`src/rtl/mem_port_arbiter_if.sv`:
```
// Bundle of the fetch, load/store and memory-macro signals around mem_port_arbiter.
// The slave modport is the arbiter's view; the master modport is the pipeline/memory side.
interface mem_port_arbiter_if #(
    parameter int ADDR_W = 10
);
    logic              if_req;
    logic [31:0]       if_addr;
    logic              if_gnt;
    logic              if_rvalid;
    logic [31:0]       if_rdata;
    logic              flush;

    logic              dm_req;
    logic              dm_we;
    logic [1:0]        dm_size;
    logic [31:0]       dm_addr;
    logic [31:0]       dm_wdata;
    logic              dm_gnt;
    logic              dm_rvalid;
    logic [31:0]       dm_rdata;
    logic              dm_err;

    logic              mem_en;
    logic              mem_we;
    logic [3:0]        mem_be;
    logic [ADDR_W-1:0] mem_addr;
    logic [31:0]       mem_wdata;
    logic [31:0]       mem_rdata;

    logic              busy;

    modport slave (
        input  if_req, if_addr, flush,
        input  dm_req, dm_we, dm_size, dm_addr, dm_wdata,
        input  mem_rdata,
        output if_gnt, if_rvalid, if_rdata,
        output dm_gnt, dm_rvalid, dm_rdata, dm_err,
        output mem_en, mem_we, mem_be, mem_addr, mem_wdata,
        output busy
    );

    modport master (
        output if_req, if_addr, flush,
        output dm_req, dm_we, dm_size, dm_addr, dm_wdata,
        output mem_rdata,
        input  if_gnt, if_rvalid, if_rdata,
        input  dm_gnt, dm_rvalid, dm_rdata, dm_err,
        input  mem_en, mem_we, mem_be, mem_addr, mem_wdata,
        input  busy
    );
endinterface

```
`src/rtl/mem_port_arbiter.sv`:
```
// Shares one fixed-latency single-port memory between instruction fetch and load/store,
// with store lane formatting, load sign-extension, starvation guard and fetch flush.
module mem_port_arbiter #(
    parameter int ADDR_W     = 10,
    parameter int MEM_LAT    = 1,
    parameter int STARVE_MAX = 4
) (
    input  logic              clk,
    input  logic              rst_n,
    mem_port_arbiter_if.slave bus
);
    localparam int WAIT_W = (MEM_LAT > 1) ? $clog2(MEM_LAT) : 1;
    localparam int STV_W  = $clog2(STARVE_MAX + 1);
    localparam logic [WAIT_W-1:0] WAIT_INIT = WAIT_W'(MEM_LAT - 1);
    localparam logic [STV_W-1:0]  STV_MAX   = STV_W'(STARVE_MAX);

    typedef enum logic [1:0] {S_IDLE, S_ACCESS, S_WAIT, S_RESP} state_t;

    state_t            state_q, state_d;
    logic              owner_q, owner_d;      // 1 = data port, 0 = fetch
    logic              we_q, we_d;
    logic [1:0]        size_q, size_d;
    logic [1:0]        off_q, off_d;
    logic              err_q, err_d;
    logic              drop_q, drop_d;
    logic [WAIT_W-1:0] wait_q, wait_d;
    logic [STV_W-1:0]  starve_cnt_q, starve_cnt_d;

    logic              if_gnt_q, if_gnt_d;
    logic              if_rvalid_q, if_rvalid_d;
    logic [31:0]       if_rdata_q, if_rdata_d;
    logic              dm_gnt_q, dm_gnt_d;
    logic              dm_rvalid_q, dm_rvalid_d;
    logic [31:0]       dm_rdata_q, dm_rdata_d;
    logic              dm_err_q, dm_err_d;
    logic              mem_en_q, mem_en_d;
    logic              mem_we_q, mem_we_d;
    logic [3:0]        mem_be_q, mem_be_d;
    logic [ADDR_W-1:0] mem_addr_q, mem_addr_d;
    logic [31:0]       mem_wdata_q, mem_wdata_d;
    logic              busy_q, busy_d;

    logic        dm_bad;
    logic [3:0]  st_be;
    logic [31:0] st_wdata;
    logic [31:0] ld_value;
    logic [7:0]  rd_lane [4];
    logic [7:0]  ld_byte;
    logic [15:0] ld_half;
    logic        grant_data;
    logic        grant_fetch;
    logic        unused_addr_bits;

    assign unused_addr_bits = ^{bus.if_addr[31:ADDR_W+2], bus.if_addr[1:0],
                                bus.dm_addr[31:ADDR_W+2]};

    genvar gi;
    generate
        for (gi = 0; gi < 4; gi++) begin : g_lane
            assign rd_lane[gi] = bus.mem_rdata[8*gi +: 8];
        end
    endgenerate

    // Alignment / legality of the data request as presented in IDLE
    always_comb begin
        dm_bad = 1'b0;
        case (bus.dm_size)
            2'b00:   dm_bad = 1'b0;
            2'b01:   dm_bad = bus.dm_addr[0];
            2'b10:   dm_bad = (bus.dm_addr[1:0] != 2'b00);
            default: dm_bad = 1'b1;
        endcase
    end

    always_comb begin
        st_be    = 4'hF;
        st_wdata = bus.dm_wdata;
        case (bus.dm_size)
            2'b00: begin
                st_be    = 4'b0001 << bus.dm_addr[1:0];
                st_wdata = {4{bus.dm_wdata[7:0]}};
            end
            2'b01: begin
                st_be    = bus.dm_addr[1] ? 4'b1100 : 4'b0011;
                st_wdata = {2{bus.dm_wdata[15:0]}};
            end
            default: ;
        endcase
    end

    // Lane select uses the offset/size latched at grant time
    always_comb begin
        ld_byte  = rd_lane[off_q];
        ld_half  = off_q[1] ? bus.mem_rdata[31:16] : bus.mem_rdata[15:0];
        ld_value = bus.mem_rdata;
        case (size_q)
            2'b00:   ld_value = {{24{ld_byte[7]}}, ld_byte};
            2'b01:   ld_value = {{16{ld_half[15]}}, ld_half};
            default: ld_value = bus.mem_rdata;
        endcase
    end

    assign grant_data  = (state_q == S_IDLE) && bus.dm_req &&
                         !(bus.if_req && (starve_cnt_q == STV_MAX));
    assign grant_fetch = (state_q == S_IDLE) && bus.if_req && !grant_data;

    always_comb begin
        state_d      = state_q;
        owner_d      = owner_q;
        we_d         = we_q;
        size_d       = size_q;
        off_d        = off_q;
        err_d        = err_q;
        drop_d       = drop_q;
        wait_d       = wait_q;
        starve_cnt_d = starve_cnt_q;
        if_gnt_d     = 1'b0;
        if_rvalid_d  = 1'b0;
        if_rdata_d   = '0;
        dm_gnt_d     = 1'b0;
        dm_rvalid_d  = 1'b0;
        dm_rdata_d   = '0;
        dm_err_d     = 1'b0;
        mem_en_d     = 1'b0;
        mem_we_d     = 1'b0;
        mem_be_d     = '0;
        mem_addr_d   = '0;
        mem_wdata_d  = '0;
        busy_d       = 1'b0;

        case (state_q)
            S_IDLE: begin
                drop_d = 1'b0;
                if (grant_data) begin
                    state_d  = S_ACCESS;
                    owner_d  = 1'b1;
                    we_d     = bus.dm_we;
                    size_d   = bus.dm_size;
                    off_d    = bus.dm_addr[1:0];
                    err_d    = dm_bad;
                    dm_gnt_d = 1'b1;
                    busy_d   = 1'b1;
                    if (!dm_bad) begin
                        mem_en_d    = 1'b1;
                        mem_we_d    = bus.dm_we;
                        mem_be_d    = bus.dm_we ? st_be : 4'hF;
                        mem_addr_d  = bus.dm_addr[ADDR_W+1:2];
                        mem_wdata_d = bus.dm_we ? st_wdata : '0;
                    end
                    if (!bus.if_req) begin
                        starve_cnt_d = '0;
                    end else if (starve_cnt_q != STV_MAX) begin
                        starve_cnt_d = starve_cnt_q + 1'b1;
                    end
                end else if (grant_fetch) begin
                    state_d      = S_ACCESS;
                    owner_d      = 1'b0;
                    we_d         = 1'b0;
                    size_d       = 2'b10;
                    off_d        = 2'b00;
                    err_d        = 1'b0;
                    if_gnt_d     = 1'b1;
                    busy_d       = 1'b1;
                    mem_en_d     = 1'b1;
                    mem_be_d     = 4'hF;
                    mem_addr_d   = bus.if_addr[ADDR_W+1:2];
                    starve_cnt_d = '0;
                end else begin
                    starve_cnt_d = '0;
                end
            end

            S_ACCESS: begin
                busy_d = 1'b1;
                if (!owner_q && bus.flush) drop_d = 1'b1;
                if (err_q || we_q) begin
                    state_d     = S_RESP;
                    dm_rvalid_d = 1'b1;
                    dm_err_d    = err_q;
                end else begin
                    state_d = S_WAIT;
                    wait_d  = WAIT_INIT;
                end
            end

            S_WAIT: begin
                busy_d = 1'b1;
                if (!owner_q && bus.flush) drop_d = 1'b1;
                if (wait_q == '0) begin
                    state_d = S_RESP;
                    if (owner_q) begin
                        dm_rvalid_d = 1'b1;
                        dm_rdata_d  = ld_value;
                    end else begin
                        if_rvalid_d = !drop_d;
                        if_rdata_d  = bus.mem_rdata;
                    end
                end else begin
                    wait_d = wait_q - 1'b1;
                end
            end

            default: begin
                state_d = S_IDLE;
                drop_d  = 1'b0;
            end
        endcase
    end

    always_ff @(posedge clk or negedge rst_n) begin
        if (!rst_n) begin
            state_q      <= S_IDLE;
            owner_q      <= 1'b0;
            we_q         <= 1'b0;
            size_q       <= 2'b00;
            off_q        <= 2'b00;
            err_q        <= 1'b0;
            drop_q       <= 1'b0;
            wait_q       <= '0;
            starve_cnt_q <= '0;
            if_gnt_q     <= 1'b0;
            if_rvalid_q  <= 1'b0;
            if_rdata_q   <= '0;
            dm_gnt_q     <= 1'b0;
            dm_rvalid_q  <= 1'b0;
            dm_rdata_q   <= '0;
            dm_err_q     <= 1'b0;
            mem_en_q     <= 1'b0;
            mem_we_q     <= 1'b0;
            mem_be_q     <= '0;
            mem_addr_q   <= '0;
            mem_wdata_q  <= '0;
            busy_q       <= 1'b0;
        end else begin
            state_q      <= state_d;
            owner_q      <= owner_d;
            we_q         <= we_d;
            size_q       <= size_d;
            off_q        <= off_d;
            err_q        <= err_d;
            drop_q       <= drop_d;
            wait_q       <= wait_d;
            starve_cnt_q <= starve_cnt_d;
            if_gnt_q     <= if_gnt_d;
            if_rvalid_q  <= if_rvalid_d;
            if_rdata_q   <= if_rdata_d;
            dm_gnt_q     <= dm_gnt_d;
            dm_rvalid_q  <= dm_rvalid_d;
            dm_rdata_q   <= dm_rdata_d;
            dm_err_q     <= dm_err_d;
            mem_en_q     <= mem_en_d;
            mem_we_q     <= mem_we_d;
            mem_be_q     <= mem_be_d;
            mem_addr_q   <= mem_addr_d;
            mem_wdata_q  <= mem_wdata_d;
            busy_q       <= busy_d;
        end
    end

    // A flush in the response cycle itself still cancels the fetch data
    assign bus.if_rvalid = if_rvalid_q & ~bus.flush;
    assign bus.if_gnt    = if_gnt_q;
    assign bus.if_rdata  = if_rdata_q;
    assign bus.dm_gnt    = dm_gnt_q;
    assign bus.dm_rvalid = dm_rvalid_q;
    assign bus.dm_rdata  = dm_rdata_q;
    assign bus.dm_err    = dm_err_q;
    assign bus.mem_en    = mem_en_q;
    assign bus.mem_we    = mem_we_q;
    assign bus.mem_be    = mem_be_q;
    assign bus.mem_addr  = mem_addr_q;
    assign bus.mem_wdata = mem_wdata_q;
    assign bus.busy      = busy_q;
endmodule

```
`src/flat_wrapper.sv`:
```
// flat-port wrapper written by rule: the top's interface ports become plain ports
module mem_port_arbiter_flat 
#(
    parameter int ADDR_W     = 10,
    parameter int MEM_LAT    = 1,
    parameter int STARVE_MAX = 4
)
  (clk, rst_n, bus_if_req, bus_if_addr, bus_flush, bus_dm_req, bus_dm_we, bus_dm_size, bus_dm_addr, bus_dm_wdata, bus_mem_rdata, bus_if_gnt, bus_if_rvalid, bus_if_rdata, bus_dm_gnt, bus_dm_rvalid, bus_dm_rdata, bus_dm_err, bus_mem_en, bus_mem_we, bus_mem_be, bus_mem_addr, bus_mem_wdata, bus_busy);
  mem_port_arbiter_if #(.ADDR_W(ADDR_W)) bus_i ();
  input  logic clk;
  input  logic rst_n;
  input wire logic [$bits(bus_i.if_req)-1:0] bus_if_req;
  input wire logic [$bits(bus_i.if_addr)-1:0] bus_if_addr;
  input wire logic [$bits(bus_i.flush)-1:0] bus_flush;
  input wire logic [$bits(bus_i.dm_req)-1:0] bus_dm_req;
  input wire logic [$bits(bus_i.dm_we)-1:0] bus_dm_we;
  input wire logic [$bits(bus_i.dm_size)-1:0] bus_dm_size;
  input wire logic [$bits(bus_i.dm_addr)-1:0] bus_dm_addr;
  input wire logic [$bits(bus_i.dm_wdata)-1:0] bus_dm_wdata;
  input wire logic [$bits(bus_i.mem_rdata)-1:0] bus_mem_rdata;
  output wire logic [$bits(bus_i.if_gnt)-1:0] bus_if_gnt;
  output wire logic [$bits(bus_i.if_rvalid)-1:0] bus_if_rvalid;
  output wire logic [$bits(bus_i.if_rdata)-1:0] bus_if_rdata;
  output wire logic [$bits(bus_i.dm_gnt)-1:0] bus_dm_gnt;
  output wire logic [$bits(bus_i.dm_rvalid)-1:0] bus_dm_rvalid;
  output wire logic [$bits(bus_i.dm_rdata)-1:0] bus_dm_rdata;
  output wire logic [$bits(bus_i.dm_err)-1:0] bus_dm_err;
  output wire logic [$bits(bus_i.mem_en)-1:0] bus_mem_en;
  output wire logic [$bits(bus_i.mem_we)-1:0] bus_mem_we;
  output wire logic [$bits(bus_i.mem_be)-1:0] bus_mem_be;
  output wire logic [$bits(bus_i.mem_addr)-1:0] bus_mem_addr;
  output wire logic [$bits(bus_i.mem_wdata)-1:0] bus_mem_wdata;
  output wire logic [$bits(bus_i.busy)-1:0] bus_busy;
  assign bus_i.if_req = bus_if_req;
  assign bus_i.if_addr = bus_if_addr;
  assign bus_i.flush = bus_flush;
  assign bus_i.dm_req = bus_dm_req;
  assign bus_i.dm_we = bus_dm_we;
  assign bus_i.dm_size = bus_dm_size;
  assign bus_i.dm_addr = bus_dm_addr;
  assign bus_i.dm_wdata = bus_dm_wdata;
  assign bus_i.mem_rdata = bus_mem_rdata;
  assign bus_if_gnt = bus_i.if_gnt;
  assign bus_if_rvalid = bus_i.if_rvalid;
  assign bus_if_rdata = bus_i.if_rdata;
  assign bus_dm_gnt = bus_i.dm_gnt;
  assign bus_dm_rvalid = bus_i.dm_rvalid;
  assign bus_dm_rdata = bus_i.dm_rdata;
  assign bus_dm_err = bus_i.dm_err;
  assign bus_mem_en = bus_i.mem_en;
  assign bus_mem_we = bus_i.mem_we;
  assign bus_mem_be = bus_i.mem_be;
  assign bus_mem_addr = bus_i.mem_addr;
  assign bus_mem_wdata = bus_i.mem_wdata;
  assign bus_busy = bus_i.busy;
  mem_port_arbiter #(.ADDR_W(ADDR_W), .MEM_LAT(MEM_LAT), .STARVE_MAX(STARVE_MAX)) u_core (.clk(clk), .rst_n(rst_n), .bus(bus_i));
endmodule
```
`config.mk`:
```
export PLATFORM = sky130hd
export DESIGN_NAME = mem_port_arbiter_flat
export DESIGN_NICKNAME = d
export VERILOG_FILES = /design/src/rtl/mem_port_arbiter_if.sv /design/src/rtl/mem_port_arbiter.sv /design/src/flat_wrapper.sv
export SDC_FILE = /design/constraint.sdc
export NUM_CORES = 1
export LEC_CHECK = 0
export CORE_MARGIN = 3
export CORE_UTILIZATION = 46
export DETAILED_ROUTE_END_ITERATION = 10
export PLACE_DENSITY = 0.83
export SLEW_MARGIN = 0
export SYNTH_ARGS = -nofsm -noshare
export SYNTH_HDL_FRONTEND = slang
export SYNTH_SLANG_ARGS = --single-unit
```
`constraint.sdc`:
```
create_clock -name clk -period 3.5 [get_ports clk]
set_input_delay 0.525 -clock clk [delete_from_list [all_inputs] [get_ports clk]]
set_output_delay 0.525 -clock clk [all_outputs]
set_load 0.01 [all_outputs]
```
# After elaboration in Yosys (flattened, before gate mapping)
# Cells that the tools add are included.
# word_totals
rom_bits,0
latch_bits,0
in_bits,136
ram_bits,0
ff_bits,132
word_cells,134
n_memories,0
# op_classes
n_shift,1
reduce_logical,22
n_eq_ne,11
order_cmp,1
mux,72
div,0
multipliers,0
n_bitwise,3
add_sub_neg,2
# ops
operator,count
$mux 32,10
$pmux 32 s2,2
$mux 10,4
$mux 1,29
$mux 4,6
$bmux 8 s2,1
$mux 16,1
$mux 8,2
$mux 2,7
$mux 3,3
$pmux 1 s2,4
$pmux 4 s2,1
$reduce_and 2->1,4
$eq 2x1->1 const B,3
$logic_and 1x1->1,6
$logic_not 2->1,3
$ne 3x3->1 const B,2
$pmux 2 s3,1
$reduce_bool 2->1,3
$eq 2x2->1 const B,2
$logic_not 1->1,4
$ne 2x2->1 const B,2
$shl 1x2->4 const A,1
$add 3x1->3 const B,1
10 further kinds,10

# Depth between registers and ports, before layout
# depth
word_depth,9
ltp_mapped,8

# Least setup slack after synthesis
# No wires, ideal clock.
# synth_timing
kind,register -> register
from,register u_core.state_q[0]
to,"register u_core.mem_addr_q[5], in the netlist u_core.bus.mem_addr[5]"
slack_ns,1.829
required_time_ns,3.379
n_path_buf,2
path_stages_with_launch,9
arrival_time_ns,1.549
cell_sequence,dfrtp_1 inv_1 ha_1 buf_4 and2_2 nand2_4 inv_1 buf_2 a32o_1
# synth_between
elab_chain_cells,8
# synth_rtl
item,line,rtl
from (decl),mem_port_arbiter.sv:19,"state_t state_q, state_d;"
from (signal assigned),mem_port_arbiter.sv:235,state_q <= state_d;
$logic_not 2->1 *,"mem_port_arbiter.sv:103, mem_port_arbiter.sv:105, mem_port_arbiter.sv:131",
$logic_and 1x1->1 (2 in series),mem_port_arbiter.sv:103,assign grant_data = (state_q == S_IDLE) && bus.dm_req &&
$logic_not 1->1,mem_port_arbiter.sv:105,assign grant_fetch = (state_q == S_IDLE) && bus.if_req && !grant_data;
$logic_and 1x1->1,mem_port_arbiter.sv:105,
$mux 10,mem_port_arbiter.sv:155,end else if (grant_fetch) begin
$mux 10,mem_port_arbiter.sv:134,if (grant_data) begin
$mux 10 *,mem_port_arbiter.sv:131,case (state_q)
named net u_core.mem_addr_d[5],mem_port_arbiter.sv:39,"logic [ADDR_W-1:0] mem_addr_q, mem_addr_d;"
to (signal assigned),mem_port_arbiter.sv:254,mem_addr_q <= mem_addr_d;
to (decl),mem_port_arbiter.sv:39,
# Mark *: on every way through the listed nets, which the timed path passes. The rest lies on a longest branch.
# A chain may end at the register's enable or synchronous reset.

# Final worst setup path
# layout_timing
from,register u_core.state_q[0]
to,"register u_core.mem_wdata_q[3], in the netlist u_core.bus.mem_wdata[3]"
# layout_between
elab_chain_cells,5
# layout_rtl
item,line,rtl
$logic_not 2->1 *,"mem_port_arbiter.sv:103, mem_port_arbiter.sv:131",
$logic_and 1x1->1 (2 in series),mem_port_arbiter.sv:103,
$mux 32,mem_port_arbiter.sv:134,
$mux 32 *,mem_port_arbiter.sv:131,
named net u_core.mem_wdata_d[3],mem_port_arbiter.sv:40,"logic [31:0] mem_wdata_q, mem_wdata_d;"
to (signal assigned),mem_port_arbiter.sv:255,mem_wdata_q <= mem_wdata_d;
to (decl),mem_port_arbiter.sv:40,
# Marked as above.

==> flow_summary.yaml <==
sta:
  timing.final.crit_share_pct: 72.7
  worst_slew_pin_slew_ps: 1020
  whs_ps: 235
  relSlewSlack_pct: 32.1
  setup-violations-final: 0
  hold_viol_final: 0
  max_freq_mhz: 393
  fin_setup_tns_ps: 0
  report.final.slew_viol_count: 0
  post-route-min-period_ps: 2540
  fin_skew_ps: 6.76
  grt_setup_unrepaired: "no"
flow_run:
  cap_viol_max_count: 0
logic_synthesis:
  ys_seq_area_share_pct: 56.2
  synth_most_common_cell: "dfrtp_1"
  syn_nets: 615
  synthTopCellsByCount: "131 x dfrtp_1, 26 x inv_1, 26 x mux2i_1"
  yosys.area.top_type: "dfrtp_1"
  ys_ff_latch: 131
  synth_cells: 472
  synth_area_per_cell_um2: 12.4
  synth_area_leaders: "dfrtp_1 56%, mux2i_1 4.5%, nor3_2 4.1%"
  ys.flop_type: "dfrtp_1"
  synth.distinct_cells: 48
  syn_area_um2: 5830
  yosys.area.top_type_share_pct: 56.2
  async_flop_share_pct: 100
  synth-edff-count: 0
  ys_warn_count: 0
worst_setup_path:
  worstPathMaxFanout: 34
  crit_path_end_kind: "register"
  r2r-start: "u_core.state_q[0]$_DFFE_PN0P_"
  crit_type: "register to register"
  required_ps: 3800
  ff2ff_setup_slack_ps: 960
  regToRegEndpoint: "u_core.bus.mem_wdata[3]$_DFF_PN0_"
  r2r_cells: 5
  start_kind: "register"
  cp.arrival_ps: 2840
layout:
  diodes: 0
  drive_above_1_share_pct: 15.4
  final_cells: 849
  final_nets: 811
  post-route-util_pct: 70.2
  syn_to_final_growth_pct: 46.9
die:
  die_x_um: 119
  die_h_um: 119
  rows: 40
  core_area_um2: 12200
  ioPinCount: 254
  die_area_um2: 14100
  initial_core_util_pct: 47.8
routing:
  drt_iter0_markers: 506
  drc_errors: 0
  route.detailed.wl_per_inst_um: 19.2
  antenna_left: 0
  dr_total_vias: 4636
  viasPerCell: 5.46
  drt_first_pass_iters: 5
  wl_um: 16300
clock_tree:
  postCtsSetupBuffers: 0
  cts_tree: "built"
  clock-sinks: 131
  cts_root_buf: "clkbuf_16"
  clkLatencyLatePin_ps: 410
  cts-buffers-inserted: 17
  clockBufferDepth: 2
  cts-resized-gates: 0
  clk_transition_reported_paths_ps: 60
  cts_hold_buf: 0
  h-tree-depth: 4
placed_design:
  io_buffers: 211
  dp.cells: 817
  gp_congestion: 0.841
  hpwlAfterDp_um: 11800
global_routing:
  grt-ovfl-total: 0
  first_global_vias: 4828
  grt_max_degree: 69
  grt_usage_pct: 23.3
  antenna_found_initial: 0
  grt_pass1_wl_um: 25700
power:
  p_leak_nw: 3.72
  ir_drop_v: 0.000345
  powerDensity_nw_per_um2: 681
outcome:
  status: "finished clean"
min_path:
  hold_path.class: "input pin to asynchronous set/reset pin"
registers in the layout, summed over array words and instances (netlist names):
| signal | cells |
|---|---|
| u_core.bus.mem_addr | 10 |
| u_core.bus.mem_en | 1 |
| u_core.owner_q | 1 |
| u_core.size_q | 2 |
| u_core.bus.dm_gnt | 1 |
| u_core.state_q | 2 |
| u_core.bus.dm_rvalid | 1 |
| u_core.if_rvalid_q | 1 |
| u_core.bus.dm_err | 1 |
| u_core.bus.mem_we | 1 |
| u_core.err_q | 1 |
| u_core.bus.dm_rdata | 32 |
| u_core.drop_q | 1 |
| u_core.bus.mem_wdata | 32 |
| u_core.starve_cnt_q | 3 |
| u_core.bus.if_gnt | 1 |
| u_core.we_q | 1 |
| u_core.off_q | 2 |
| u_core.bus.if_rdata | 32 |
| u_core.bus.busy | 1 |
| u_core.bus.mem_be | 4 |
worst max-delay path, stage by stage, from the launching register on:
cell,delay (ps)
dfrtp_1,400
inv_1,130
ha_1,360
and2_2,280
nand3_2,790
nor3b_1,470
routing by layer:
layer	wire length (µm)	track usage [%]	vias to the layer above	part of all wire, %
li1	-	-	2081	-
met1	5950	26.2	2250	36
met2	8280	40.2	281	51
met3	1830	9.71	24	11
met4	269	7.60	0	1.6
met5	0	0	-	0
placed cells by master, fill, tap and decap left out, types with 2 or more instances in the layout:
| master | count |
|---|---|
| a21o_1 | 2 |
| nor2b_1 | 11 |
| o31a_1 | 2 |
| and3b_1 | 7 |
| bufinv_16 | 2 |
| nor3b_2 | 4 |
| nand3_1 | 11 |
| clkbuf_16 | 17 |
| ha_1 | 7 |
| nor3_2 | 24 |
| o22ai_1 | 4 |
| buf_4 | 7 |
| o22a_1 | 2 |
| dfrtp_1 | 131 |
| clkinv_4 | 4 |
| a32o_1 | 10 |
| nor3_1 | 18 |
| a22o_1 | 2 |
| mux2i_1 | 26 |
| nor3b_1 | 6 |
| a22oi_1 | 8 |
| a221oi_2 | 12 |
| o21ai_0 | 21 |
| inv_6 | 3 |
| clkdlybuf4s50_1 | 210 |
| mux2_2 | 16 |
| and2_1 | 16 |
| nor2_1 | 6 |
| nand2_1 | 12 |
| inv_1 | 26 |
| a221oi_1 | 5 |
| a31oi_1 | 10 |
| o21a_1 | 3 |
| clkinvlp_4 | 4 |
| mux2_4 | 2 |
| a21oi_1 | 12 |
worst max-delay path by stage:
stage	slack (ps)	cells after the start	from	to
6_report	960	5	u_core.state_q[0]$_DFFE_PN0P_	u_core.bus.mem_wdata[3]$_DFF_PN0_
5_1_grt	750	5	u_core.state_q[1]$_DFFE_PN0P_	u_core.bus.mem_wdata[3]$_DFF_PN0_
4_1_cts	960	5	u_core.state_q[0]$_DFFE_PN0P_	u_core.bus.mem_wdata[0]$_DFF_PN0_
3_5_place_dp	770	4	bus_dm_req	u_core.bus.mem_wdata[0]$_DFF_PN0_
3_3_place_gp	870	4	bus_dm_req	u_core.bus.mem_wdata[3]$_DFF_PN0_
2_1_floorplan	1830	8	u_core.state_q[0]$_DFFE_PN0P_	u_core.bus.mem_addr[5]$_DFF_PN0_
cell families after synthesis:
group	after synthesis	synth area share [%]
buf+inv	67	5.92
mux	44	8.07
fa+ha+maj	7	1.50
compound gates	99	13.6
flops	131	56.2
simple gates	124	14.7
through the flow:
step / setup WS [ps] / cell area [µm²] / power (mW)
final: 955 / 8570 / 5.83
after global routing: 752 / 8570 / 6.11
after CTS: 956 / 8570 / 5.86
after detailed placement: 773 / 7970 / 4.09
after global placement: 866 / 7970 / 4.03
after floorplan: 1830 / 5830 / 3.17
cell type report:
type / instances / area, µm²
flip-flops and latches: 131 / 3280
well taps: 168 / 210
fillers: 897 / 3640
clock buffers: 19 / 443
inverters: 26 / 97.6
multi-input cells: 274 / 2210
clock inverters: 13 / 151
repair buffers: 218 / 2170
power breakdown:
| group | leakage (nW) | internal (mW) | switching (mW) |
|---|---|---|---|
| Sequential | 1.78 | 1.86 | 0.205 |
| Combinational | 1.67 | 0.977 | 1.03 |
| Clock | 0.277 | 1.08 | 0.683 |
No activity file was read; power rests on OpenSTA's default activity.
